===== config.mk =====
export PLATFORM = sky130hd
export DESIGN_NAME = bc_context_ctrl
export DESIGN_NICKNAME = d
export VERILOG_FILES = /design/src/rtl/bc_context_ctrl.sv
export SDC_FILE = /design/constraint.sdc
export NUM_CORES = 1
export LEC_CHECK = 0
export ABC_AREA = 1
export CORE_ASPECT_RATIO = 0.6
export CORE_MARGIN = 2
export CORE_UTILIZATION = 45
export CTS_CLUSTER_SIZE = 12
export DETAILED_ROUTE_END_ITERATION = 6
export PLACE_DENSITY_LB_ADDON = 0.25
export SLEW_MARGIN = 10
export SYNTH_ARGS = -nofsm -noshare
export SYNTH_HDL_FRONTEND = slang
export SYNTH_SLANG_ARGS = --single-unit
export TNS_END_PERCENT = 1

===== constraint.sdc =====
create_clock -name clk -period 4.8 [get_ports clk]
set_clock_uncertainty 0.05 [all_clocks]
set_input_delay 0.96 -clock clk [delete_from_list [all_inputs] [get_ports clk]]
set_output_delay 0.96 -clock clk [all_outputs]
set_load 0.03 [all_outputs]

===== src/rtl/bc_context_ctrl.sv =====
// Context save/restore sequencer: moves r1..r31, HI and LO between the register
// file and a 33-word memory frame using a request/ready memory handshake.
module bc_context_ctrl #(
    parameter int ADDR_W = 32,
    parameter int STRIDE = 1
) (
    input  logic              clk,
    input  logic              reset,
    input  logic              start,
    input  logic              op,
    input  logic [ADDR_W-1:0] base_addr,
    output logic              busy,
    output logic              done,
    output logic [4:0]        rf_rs,
    input  logic [31:0]       rf_read1,
    input  logic [31:0]       rf_hi,
    input  logic [31:0]       rf_lo,
    output logic [4:0]        rf_rd,
    output logic [31:0]       rf_write_data,
    output logic              rf_reg_write,
    output logic [2:0]        rf_loc_write,
    output logic [ADDR_W-1:0] mem_addr,
    output logic [31:0]       mem_wdata,
    output logic              mem_we,
    output logic              mem_re,
    input  logic [31:0]       mem_rdata,
    input  logic              mem_ready
);
    typedef enum logic [2:0] {IDLE, S_ADDR, S_READ, S_MEM, R_MEM, R_WB, DONE} state_t;

    localparam logic [ADDR_W-1:0] STEP = ADDR_W'(STRIDE);
    localparam logic [5:0]        LAST = 6'd32;

    state_t      state;
    logic [5:0]  k;
    logic [31:0] save_word;
    logic [4:0]  next_rs;

    always_comb begin
        save_word = rf_read1;
        if (k == 6'd31)
            save_word = rf_hi;
        else if (k == LAST)
            save_word = rf_lo;
    end

    // Read index for word k+1; the HI/LO slots (31, 32) do not use the read port.
    assign next_rs = (k >= 6'd30) ? 5'd0 : 5'(k) + 5'd2;

    // mem_addr doubles as the frame pointer and advances by STRIDE per word.
    always_ff @(posedge clk) begin
        if (reset) begin
            state         <= IDLE;
            k             <= 6'd0;
            busy          <= 1'b0;
            done          <= 1'b0;
            rf_rs         <= 5'd0;
            rf_rd         <= 5'd0;
            rf_write_data <= 32'd0;
            rf_reg_write  <= 1'b0;
            rf_loc_write  <= 3'b000;
            mem_addr      <= '0;
            mem_wdata     <= 32'd0;
            mem_we        <= 1'b0;
            mem_re        <= 1'b0;
        end else begin
            case (state)
                IDLE: begin
                    if (start) begin
                        k        <= 6'd0;
                        busy     <= 1'b1;
                        mem_addr <= base_addr;
                        if (op) begin
                            mem_re <= 1'b1;
                            state  <= R_MEM;
                        end else begin
                            rf_rs <= 5'd1;
                            state <= S_ADDR;
                        end
                    end
                end
                S_ADDR: state <= S_READ;
                S_READ: begin
                    mem_wdata <= save_word;
                    mem_we    <= 1'b1;
                    state     <= S_MEM;
                end
                S_MEM: begin
                    if (mem_ready) begin
                        mem_we <= 1'b0;
                        if (k == LAST) begin
                            done  <= 1'b1;
                            state <= DONE;
                        end else begin
                            k        <= k + 6'd1;
                            mem_addr <= mem_addr + STEP;
                            rf_rs    <= next_rs;
                            state    <= S_ADDR;
                        end
                    end
                end
                R_MEM: begin
                    if (mem_ready) begin
                        mem_re        <= 1'b0;
                        rf_reg_write  <= 1'b1;
                        rf_write_data <= mem_rdata;
                        if (k <= 6'd30) begin
                            rf_loc_write <= 3'b000;
                            rf_rd        <= 5'(k) + 5'd1;
                        end else if (k == 6'd31) begin
                            rf_loc_write <= 3'b011;
                        end else begin
                            rf_loc_write <= 3'b100;
                        end
                        state <= R_WB;
                    end
                end
                R_WB: begin
                    rf_reg_write  <= 1'b0;
                    rf_rd         <= 5'd0;
                    rf_loc_write  <= 3'b000;
                    rf_write_data <= 32'd0;
                    if (k == LAST) begin
                        done  <= 1'b1;
                        state <= DONE;
                    end else begin
                        k        <= k + 6'd1;
                        mem_addr <= mem_addr + STEP;
                        mem_re   <= 1'b1;
                        state    <= R_MEM;
                    end
                end
                DONE: begin
                    done      <= 1'b0;
                    busy      <= 1'b0;
                    rf_rs     <= 5'd0;
                    mem_addr  <= '0;
                    mem_wdata <= 32'd0;
                    state     <= IDLE;
                end
                default: state <= IDLE;
            endcase
        end
    end
endmodule

Word-level counts from Yosys, hierarchy flattened:

Cells that the tools add are included.

* $add $sub $neg: 4
* magnitude comparators: 2
* eq/ne operators: 16
* mux-type cells: 46
* reduce and logical (&&, ||, !) cells: 20

Operators with widths (count)
* $mux W32: 6
* $pmux W32 S2: 2
* $pmux W32 S4: 1
* $mux W5: 7
* $add A32 B1 Y32 const B: 1
* $mux W3: 8
* $mux W6: 3
* $pmux W3 S6: 1
* $pmux W6 S3: 1
* $ne A2 B2 Y1 const B: 8
* $pmux W5 S3: 1
* $reduce_and A3 Y1: 4
* $reduce_bool A3 Y1: 4
* $pmux W5 S2: 1
* $reduce_and A5 Y1: 2
* $eq A3 B3 Y1 const B: 3
* $mux W1: 8
* $reduce_and A2 Y1: 4
* $reduce_bool A2 Y1: 4
* $add A6 B1 Y6 const B: 1
* $eq A3 B2 Y1 const B: 2
* $eq A6 B5 Y1 const B: 1
* $eq A6 B6 Y1 const B: 1
* $ge A6 B5 Y1 const B: 1
* other kinds (10): 13

* flip-flop bits (word level): 123
* bits of input ports: 165
* output and inout port bits: 114
* logic and storage cells: 101

Logic depth before layout (Yosys ltp):

* word-level depth: 5
* mapped depth: 13
* gate-level depth less buffers: 13

Worst setup path before layout:

Ideal clock, no wire load.

* kind: input -> register
* from: input port mem_ready
* to: register mem_addr[8]
* library setup time: 116 ps
* arrival: 1774 ps
* data required time: 4634 ps
* slack: 2860 ps
* stages on the path: 9
* path buffers: 1
* cell sequence: inv_1 -> nand2_2 -> nand2_2 -> inv_2 -> nand2_2 -> nor2_2 -> buf_4 -> o21ai_0 -> nor2_1

* longest elaborated chain between the ends: 2

RTL lines
* start: declaration: RTL line 27 `input logic mem_ready`
* $ne A2 B2 Y1 (no source line)
* $reduce_and A3 Y1 (no source line)
* end signal: assignment: RTL line 72 `mem_addr <= base_addr;`
* end signal: assignment: RTL line 96 `mem_addr <= mem_addr + STEP;`
* end signal: assignment: RTL line 128 `mem_addr <= mem_addr + STEP;`
* end: declaration: RTL line 22 `output logic [ADDR_W-1:0] mem_addr,`

Every way passes these cells.
A chain may end at the register's enable or synchronous reset.

Worst setup path after layout:

* from: register k[1]
* to: register mem_addr[15]

* longest elaborated chain between the ends: 4

RTL lines
* start: declaration: RTL line 35 `logic [5:0] k;`
* start signal: assignment: RTL line 95 `k <= k + 6'd1;`
* start signal: assignment: RTL line 127 `k <= k + 6'd1;`
* $eq A6 B6 Y1 *: RTL line 91, 123
* $mux W32 *
* $mux W32
* $pmux W32 S4 *

Every way passes the cells marked *; elsewhere a longest branch is shown, timed or not. The select of a mux whose other input is x is not followed.

==> reports/results.ini <==
[floorplan]
chipWidth_um=163
core-area_mm2=0.0146
row_count=34
ios=279
initial_utilization=0.466
die-area_mm2=0.0162
die_y_um=99.3

[critical_path]
worstPathArrival_ns=3.90
worstReg2RegStart=k[1]
crit_path_start_kind=flip-flop
cp.required_ns=5.07
crit_fanout=50
path_class=reg -> reg
r2r_slack_ns=1.16
critPathSlowestCell=nand3_2
r2r-end=mem_addr[15]
cp_slowest_stage_delay_ns=0.83
cp_cell_sequence=inv_1, ha_1, nand2_1, inv_1, nand3_2, inv_2, nand2_2, nand3_2, nor2_1, nand2_1, nand2_1, inv_1
worstRegToRegCells=12
endpoint_kind=flip-flop

[clocking]
cts_buffers=17
postCtsHoldBufs=0
cts-root-buf=clkbuf_16
clock_sinks=122
cts_tree=yes
insertion_delay_ns=0.41
htreeDepth=4
clockBufferDepth=2
postCtsSetupBuffers=0
clk_pin_slew_worst_paths_ns=0.06
post_cts_resized=0

[power]
p_leak_nw=4.09
sequentialPowerShare=0.317
switchingPower_w=0.00194
cellPowerDensity_mw_per_mm2=454
switching_share=0.418
p_int_w=0.00270
pwr-share-comb=0.416
power_w=0.00463
peakVddDrop_mv=0.294
pwr-share-clk=0.267

[synth]
synth_area_leaders=dfxtp_1, nand2_1, nand3_1
synth-seq-area-share=0.358
synth.distinct_cells=27
post-synth-top-area-cell=dfxtp_1
syn_nets=1297
syn-cell-area_mm2=0.00681
syn_inst=1127
synthDominantCellAreaShare=0.358
synth.avg_cell_area_um2=6.05
yosysWarningCount=0
synth-seq-cells=122

[routing]
remaining_drc_errors=0
post_drt_wl_per_cell_um=14.9
first_iter_violations=908
drt_pass1_iterations=6
avgViaCountPerCell=5.16
ant_nets=0
drt-total-wl_um=23700
num_vias=8188

[placement]
routabilityCongestion=1.01
port-buffer-count=278
place_inst=1554
placed_area_mm2=0.00964
dpl.hpwl_um=17000

[sta]
tns_ns=0
slew_violations=0
rsz0062_at_grt=no
fin_crit_ns=3.64
post-route-period-util=0.757
max_freq_mhz=275
setup_viol=0
tightest_slew_ns=1.19
relSlewSlack=0.201
hold_viol=0

[hold_path]
holdPathStages=2
min_from=rf_write_data[27]
hp-class=reg -> reg
holdPathEnd=rf_write_data[27]

[finish]
area_growth_pct=49.7
num-fill-cells=1314
multi_input_area_mm2=0.00380
n_antenna_cell=0
layout-drive-gt1-share=0.0612
final_cell_mix=nand2_1, clkdlybuf4s50_1, nand3_1
fin_nets=1545
seq_area_mm2=0.00244
final_common_cell=nand2_1
layoutNonFillerInstCount=1586
final_cell_area_mm2=0.0102

[global_route]
grt_overflow=0
grt_usage=0.294
antenna_found_initial=0
grt_max_degree=86
grt_pass1_wl_um=38400
first_global_vias=7746

[run_status]
status=finished clean

[run]
drv_cap=0

==> worst max-delay path by stage <==
stage               cells after the start      start      endpoint
floorplan                               9  mem_ready   mem_addr[8]
detailed placement                     12       k[0]  mem_addr[15]
global route                           12       k[0]  mem_addr[15]
CTS                                    12       k[1]  mem_addr[15]
finish                                 12       k[1]  mem_addr[15]
global placement                       12       k[0]  mem_addr[15]
==> synthesized netlist by cell type <==
library cell / count
o21ai_0: 22
nand3_2: 3
nand3b_1: 3
a31oi_1: 1
o21bai_1: 3
xor2_1: 3
nand2_2: 6
buf_2: 18
or2_0: 4
nor2_4: 1
inv_2: 6
dfxtp_1: 122
nand2_1: 393
buf_4: 3
nand4_1: 3
nand3_1: 135
nor2_1: 134
clkbuf_1: 27
clkinv_1: 1
a21oi_1: 111
o21a_1: 1
buf_1: 5
nor2_2: 4
nor3_1: 1
ha_1: 5
inv_1: 83
or2_2: 29
==> worst max-delay path: cells and delay by family, from the launching register on <==
| kind | cells | cell delay, ns |
|---|---|---|
| flops | 1 | 0.45 |
| fa+ha+maj | 1 | 0.19 |
| simple gates | 7 | 2.15 |
| buf+inv | 4 | 0.68 |
==> stage by stage <==
| stage | utilization | setup WS (ns) | hold slack (ns) |
|---|---|---|---|
| floorplan | - | 2.86 | 0.422 |
| global placement | 0.659 | 1.43 | 0.397 |
| detailed placement | 0.659 | 1.27 | 0.404 |
| CTS | 0.697 | 1.26 | 0.412 |
| global route | 0.697 | 0.948 | 0.425 |
| finish | 0.697 | 1.16 | 0.411 |
==> power by group through the flow <==
stage / sequential [W] / combinational, W / clock (W)
CTS: 0.00146 / 0.00192 / 0.00125
floorplan: 0.00181 / 0.000803 / 0
detailed placement: 0.00148 / 0.00190 / 0
global route: 0.00150 / 0.00212 / 0.00130
finish: 0.00147 / 0.00193 / 0.00124
global placement: 0.00148 / 0.00188 / 0
==> state kept, by name, summed over array words and instances (netlist names) <==
register and flops:
busy 1, done 1, k 6, mem_addr 32, mem_re 1, mem_wdata 32, mem_we 1, rf_loc_write 2
rf_rd 5, rf_reg_write 1, rf_rs 5, rf_write_data 32, state 3
==> cell type report <==
type / count / share of cell area
Clock buffer: 19 / 0.0434
Clock inverter: 13 / 0.0118
Inverter: 90 / 0.0331
Multi-Input combinational cell: 862 / 0.373
Sequential cell: 122 / 0.239
Tap cell: 198 / 0.0243
Timing Repair Buffer: 282 / 0.275
==> routing by layer <==
metal	track usage	vias up	share of wire
met3	0.110	35	0.12
li1	-	4069	-
met1	0.390	3674	0.44
met2	0.456	410	0.42
met5	0	-	0
met4	0.0674	0	0.015
==> kinds of logic after synthesis <==
group | after synthesis | synth area share
adders and majority gates | 5 | 0.00918
and+or+nand+nor | 716 | 0.442
xor gates and xnor gates | 3 | 0.00386
DFF | 122 | 0.358
buffers and inverters | 143 | 0.0837
AOI/OAI and AO/OA | 138 | 0.103
No activity file was read; power rests on OpenSTA's default activity.
